## src/rtl/cntr_n.sv

```systemverilog
// Loadable up/down counter FSM with a configurable double step, wrap or saturate
// arithmetic, a registered overflow pulse and combinational rail flags.
module cntr_n #(
  parameter int unsigned WIDTH = 8,
  parameter int unsigned STEP2 = 2
) (
  input  logic             clk,
  input  logic             reset,
  input  logic             en,
  input  logic             inc,
  input  logic             load,
  input  logic             sat,
  input  logic [WIDTH-1:0] d_in,
  output logic [WIDTH-1:0] d_out,
  output logic [2:0]       o_state,
  output logic             ovf,
  output logic             at_max,
  output logic             at_min
);

  typedef enum logic [2:0] {
    StIdle = 3'b000,
    StLoad = 3'b001,
    StInc  = 3'b010,
    StInc2 = 3'b011,
    StDec  = 3'b100,
    StDec2 = 3'b101
  } state_e;

  localparam logic [WIDTH:0] OneV   = {{WIDTH{1'b0}}, 1'b1};
  localparam logic [WIDTH:0] Step2V = (WIDTH + 1)'(STEP2);

  state_e           state_q, state_d;
  logic [WIDTH-1:0] d_out_q, d_out_d;
  logic             ovf_q, ovf_d;
  logic             state_legal;
  logic [WIDTH:0]   step_ext, sum_up, sum_dn;

  always_ff @(posedge clk or posedge reset) begin
    if (reset) begin
      state_q <= StIdle;
      d_out_q <= '0;
      ovf_q   <= 1'b0;
    end else begin
      state_q <= state_d;
      d_out_q <= d_out_d;
      ovf_q   <= ovf_d;
    end
  end

  assign state_legal = state_q inside {StIdle, StLoad, StInc, StInc2, StDec, StDec2};

  // A direction change always restarts at the single step.
  always_comb begin
    state_d = StIdle;
    if (!state_legal) begin
      state_d = StIdle;
    end else if (load) begin
      state_d = StLoad;
    end else if (en && inc) begin
      state_d = (state_q == StInc) ? StInc2 : StInc;
    end else if (en) begin
      state_d = (state_q == StDec) ? StDec2 : StDec;
    end
  end

  // Extra MSB of the WIDTH+1 result is the carry (up) or borrow (down).
  assign step_ext = (state_d == StInc2 || state_d == StDec2) ? Step2V : OneV;
  assign sum_up   = {1'b0, d_out_q} + step_ext;
  assign sum_dn   = {1'b0, d_out_q} - step_ext;

  always_comb begin
    d_out_d = d_out_q;
    ovf_d   = 1'b0;
    case (state_d)
      StLoad: d_out_d = d_in;
      StInc, StInc2: begin
        ovf_d   = sum_up[WIDTH];
        d_out_d = (sum_up[WIDTH] && sat) ? {WIDTH{1'b1}} : sum_up[WIDTH-1:0];
      end
      StDec, StDec2: begin
        ovf_d   = sum_dn[WIDTH];
        d_out_d = (sum_dn[WIDTH] && sat) ? {WIDTH{1'b0}} : sum_dn[WIDTH-1:0];
      end
      default: ;
    endcase
  end

  assign d_out   = d_out_q;
  assign o_state = state_q;
  assign ovf     = ovf_q;
  assign at_max  = &d_out_q;
  assign at_min  = ~|d_out_q;

endmodule

```

## config.mk

```make
export PLATFORM = sky130hd
export DESIGN_NAME = cntr_n
export DESIGN_NICKNAME = d
export VERILOG_FILES = /design/src/rtl/cntr_n.sv
export SDC_FILE = /design/constraint.sdc
export NUM_CORES = 1
export LEC_CHECK = 0
export CAP_MARGIN = 5
export CORE_UTILIZATION = 52
export DETAILED_ROUTE_END_ITERATION = 10
export PLACE_DENSITY_LB_ADDON = 0.15
export SLEW_MARGIN = 15
export SYNTH_ARGS = -nofsm -noshare
export SYNTH_HDL_FRONTEND = slang
export SYNTH_SLANG_ARGS = --single-unit
```

## constraint.sdc

```tcl
create_clock -name clk -period 5.1 [get_ports clk]
set_input_delay 1.02 -clock clk [delete_from_list [all_inputs] [get_ports clk]]
set_output_delay 1.02 -clock clk [all_outputs]
set_load 0.005 [all_outputs]
```

---- Yosys cells after proc, flatten, opt, wreduce, memory -nomap -nowiden ----
Index checks and enable logic that the tools add are counted.
operators by class
  add/subtract/negate cells ............... 2
  equality and inequality tests ........... 10
  multiplexer cells ....................... 11
  reduce and logical (&&, ||, !) cells .... 12
operators with widths
  cell                count
  $pmux 8 s3          1
  $mux 8              2
  $eq 3x2->1 const B  4
  $eq 3x3->1 const B  4
  $mux 3              4
  $add 8x2->9         1
  $sub 8x2->9         1
  $reduce_and 8->1    1
  $reduce_or 8->1     1
  $eq 3x1->1 const B  2
  $reduce_bool 6->1   1
  $reduce_or 2->1     2
  $logic_and 1x1->1   3
  $logic_not 3->1     1
  $reduce_bool 3->1   1
  $mux 1              2
  $mux 2              1
  $pmux 1 s2          1
  $logic_not 1->1     1
  $logic_or 1x1->1    1
word-level totals
  flip-flop bits (word level) ............. 12
  input port bits ......................... 14
  output and inout port bits .............. 14
  word-level logic and storage cells ...... 38

---- Depth between registers and ports, before layout ----
  depth after elaboration ................. 13
  mapped depth ............................ 12
  depth with buffers taken out ............ 12

---- Worst setup path before layout ----
Ideal clock, no wire load.
  path kind ............................... input to register
  start point ............................. in load
  end point ............................... reg d_out_q[5], in the netlist d_out[5]
  library setup time ...................... 0.066 ns
  arrival ................................. 3.289 ns
  data required time ...................... 5.034 ns
  path slack .............................. 1.745 ns
  stages .................................. 9
  buffers on the path ..................... 1
  path through ............................ clkbuf_1 > nor3_1 > inv_1 > ha_1 > fa_1 > nor3b_4 > a311oi_2 > a32o_1 > a221o_1
between the ends
  cells in the longest elaborated chain, start to end .. 9
  elaborated cells on any way between the ends .. 19
  classes of those cells .................. add/sub (2); eq/ne (5); mux (6); reduce/logical (6)
ends and longest elaborated chain
  item                                               RTL line  RTL
  from (decl)                                        11        input logic load,
  $mux 3 (*)                                         58        end else if (load) begin
  $mux 3 (*)                                         56        if (!state_legal) begin
  $eq 3x2->1 / $eq 3x3->1 (equally long branches)    68, 75
  $logic_or 1x1->1                                   68        assign step_ext = (state_d == StInc2 || state_d == StDec2) ? Step2V : OneV;
  $mux 2                                             68
  $sub 8x2->9 / $add 8x2->9 (equally long branches)  70, 69
  $logic_and 1x1->1 (on tied branches)               83, 79
  $mux 8 (on tied branches)                          83, 79
  $pmux 8 s3                                         75        case (state_d)
  to (signal assigned)                               46        d_out_q <= d_out_d;
  to (decl)                                          34        logic [WIDTH-1:0] d_out_q, d_out_d;
Mark *: on every way between the ends. The rest lies on a longest branch, timed or not.
A chain may end at the register's enable or synchronous reset.

---- Final worst setup path ----
  start point ............................. in inc
  end point ............................... reg d_out_q[7], in the netlist d_out[7]
between the ends
  cells in the longest elaborated chain, start to end .. 11
  elaborated cells on any way between the ends .. 21
  classes of those cells .................. add/sub (2); eq/ne (5); mux (7); reduce/logical (7)
ends and longest elaborated chain
  item                                               RTL line  RTL
  from (decl)                                        10        input logic inc,
  $logic_and 1x1->1 (*)                              60        end else if (en && inc) begin
  $mux 3 (*)                                         60
  $mux 3 (*)                                         58
  $mux 3 (*)                                         56
  $eq 3x2->1 / $eq 3x3->1 (equally long branches)    68, 75
  $logic_or 1x1->1                                   68
  $mux 2                                             68
  $sub 8x2->9 / $add 8x2->9 (equally long branches)  70, 69
  $logic_and 1x1->1 (on tied branches)               83, 79
  $mux 8 (on tied branches)                          83, 79
  $pmux 8 s3                                         75
Marks and branches as above.

==> results_dict.tcl <==
set metrics [dict create \
    status "finished clean" \
    io_pins 28 \
    synth.avg_cell_area_um2 8.060 \
    yosys.cell_count.top_type "nand2_1" \
    place.detailed.instances 182 \
    yosys.area_share.xor_xnor_pct 0.7874 \
    fin_crit_ns 4.260 \
    criticalPathCategory "in -> reg" \
    post_synth_inst_count 138 \
    synthDominantAreaCellType "dfrtp_1" \
    cp_max_fo 13 \
    post_synth_instance_area_um2 1112 \
    critical_path.slowest_cell "clkdlybuf4s50_1" \
    setup_total_negative_slack_ns 0 \
    synth.net_count 158 \
    worst_path_most_repeated_cell "a21oi_1" \
    core_area_um2 1982 \
    die-height_um 48.25 \
    post-route-util_pct 70.52 \
    unrepaired_setup_endpoints_after_global_routing "no" \
    design.die.area_um2 2328 \
    post-dp-hpwl_mm 2.233 \
    yosys.cell_types.count 44 \
    place.gp.congestion 0.9421 \
    final_hold_violating_endpoints 0 \
    numCtsBuffers 3 \
    final_antenna_net_count 0 \
    finalNetCount 180 \
    yosys-top-cells-area "dfrtp_1, nand2_1, a21oi_1" \
    detail_route.vias_per_cell 6.290 \
    synth_simple_gate_area_share_pct 27.22 \
    num_rows 16 \
    grt.total_usage_pct 29.28 \
    yosysSeqAreaShare_pct 27.00 \
    worst-endpoint-required_ns 5.30 \
    hold_path_class "reg -> reg" \
    clock_transition_at_the_register_clock_pins_on_the_worst_setup_and_hold_paths_after_cts_ns 0.09 \
    detail_route.wl_per_cell_um 15.97 \
    routed-via-count 1170 \
    grt_antenna_before_repair 0 \
    fillers 171 \
    setup.worst_path.end_class "flop" \
    initial_core_util_pct 56.12 \
    cp_slowest_stage_delay_ns 0.77 \
    remaining_drc_errors 0 \
    flow.area_growth_from_synthesis_pct 25.65 \
    fmax_ghz 0.2347 \
    clock_tree.root_cell "clkbuf_4" \
    synth_async_sr_flop_share_pct 100.0 \
    drive_above_1_share_pct 6.289 \
    synth_top_cell_area_share_pct 27.00 \
    combinational_family_with_the_most_area_after_synthesis "simple AND/OR/NAND/NOR gates" \
    cts_htree_levels 1 \
    layout_worst_path_cycle_share_pct 83.53 \
    synth_warnings 0 \
    post_cts_buffers 0 \
    number_of_enable_type_register_cells_in_the_synthesized_netlist 0 \
    wire_length_of_the_first_global_routing_pass_mm 4.761 \
    cts.hold.buffers_added 0 \
    routed_wl_mm 2.970 \
    critical_path.cell_chain "clkdlybuf4s50_1, nand2_1, nor2_1, a21oi_1, nor3_1, inv_1, ha_1, fa_1, nor3b_4, a21oi_1, a31oi_1, a221oi_1, a2bb2oi_1" \
    finalClockSkew_ns 0.0003617 \
    cts.sink_count 12 \
    grt_max_degree 14 \
    leakagePower_nw 0.5614 \
    post_cts_resized 0 \
    vdd.ir_drop.worst_uv 132.5 \
    p_per_area_nw_per_um2 233.1 \
    synthTopCellsByCount "nand2_1, dfrtp_1, a21oi_1, nor2_1, inv_1" \
    pre_cts_ws_ns 0.6018 \
    diode_insertion_count_for_antenna_repair 0 \
    number_of_i_o_port_buffers 27 \
    ys.flop_type "dfrtp_1" \
    setup_viol 0 \
    ys_seq_elements 12 \
    fin_ws_ns 0.8400 \
    share_of_synthesized_cell_area_in_full_adder_half_adder_and_majority_cells_pct 8.099 \
    synthMuxAreaShare_pct 2.700 \
    final-instance-count-excl-fill 186 \
    cts_buffer_depth 2 \
    worst_max_slew_margin_expressed_relative_to_the_limit_pct 58.17 \
    start_kind "primary input" \
    final-max-slew-violation-count 0 \
    chipWidth_um 48.25 \
    insertion_delay_ns 0.27 \
    detail_route.iter0.violations 70 \
    tritoncts_clock_tree "yes" \
    worst_ep_arrival_time_ns 4.46 \
    worstMarginPinSlew_ns 0.6223 \
    grt_remaining_overflow 0 \
    dr.pass1.iters 4 \
    synth_compound_gate_area_share_pct 26.21 \
    number_of_global_route_vias_before_repair 1017 \
    max_cap_violations 0 \
]
==> logic make-up (layout without fill, tap and decap cells) <==
family | after synthesis | count (layout)
xor+xnor | 1 | 1
fa+ha+maj | 6 | 6
buf+inv | 19 | 40
compound gates | 41 | 41
mux | 3 | 3
simple gates | 56 | 56
flops | 12 | 12
==> path summary, 6_finish.rpt <==
kind	endpoint	depth (start not counted)	from	slack (ns)
max	d_out[7]	13	inc	0.84
min	d_out[0]	2	d_out[0]	0.56
max reg2reg	d_out[7]	11	o_state[1]	1.99
min reg2reg	d_out[0]	2	d_out[0]	0.56
max in group asynchronous	d_out[0]	2	reset	3.70
min in group asynchronous	ovf	2	reset	1.07
==> report_power, final <==
group / switching [mW] / internal, mW
combinational: 0.0555 / 0.0599
sequential: 0.0266 / 0.104
clock: 0.0361 / 0.0434
==> metrics by stage <==
stage / hold WS (ns) / cell area [um2] / power, mW
6_report: 0.5591 / 1398 / 0.3258
5_1_grt: 0.6232 / 1398 / 0.3465
4_1_cts: 0.5630 / 1398 / 0.3244
3_5_place_dp: 0.5401 / 1361 / 0.2458
3_3_place_gp: 0.5357 / 1361 / 0.2436
2_1_floorplan: 0.5179 / 1112 / 0.2019
==> worst max-delay path: cells and delay by family <==
kind | cells | cell delay [ns]
AO/OA/AOI/OAI | 5 | 0.92
adder cells (fa/ha/maj) | 2 | 0.66
buffers and inverters | 2 | 0.95
AND/OR/NAND/NOR | 4 | 0.90
==> layout make-up <==
class	instances	area (um2)	share of cell area, %
inverter	9	33.78	2.417
multi-input combinational	107	723.2	51.75
clock buffer	4	36.28	2.596
sequential	12	300.3	21.49
tap	27	33.78	2.417
timing repair buffer	27	270.3	19.34
==> per-layer routing <==
metal	track usage (%)	vias to the layer above	wire length, um
met5	0	-	0
met4	11.11	0	19
met3	3.333	4	328
met2	43.73	74	1328
met1	42.89	537	1294
li1	-	555	-
==> layout by cell type (no fill, tap or decap), types with 2 or more instances in the layout <==
master	instances
ha_1	4
a31oi_1	4
nand3_1	8
o21ai_0	6
inv_1	9
a21oi_1	10
mux2i_1	3
nand2_1	17
a221oi_1	2
o21ai_1	2
and2_1	2
o31ai_1	2
clkdlybuf4s50_1	27
clkbuf_4	3
dfrtp_1	12
nor2b_1	3
a221o_1	2
fa_1	2
nor3_1	8
nor2_1	10
==> registers in the layout (all words and copies together) (netlist names) <==
name and flops:
d_out 8, o_state 3, ovf 1
Power figures use the tool's default switching activity.
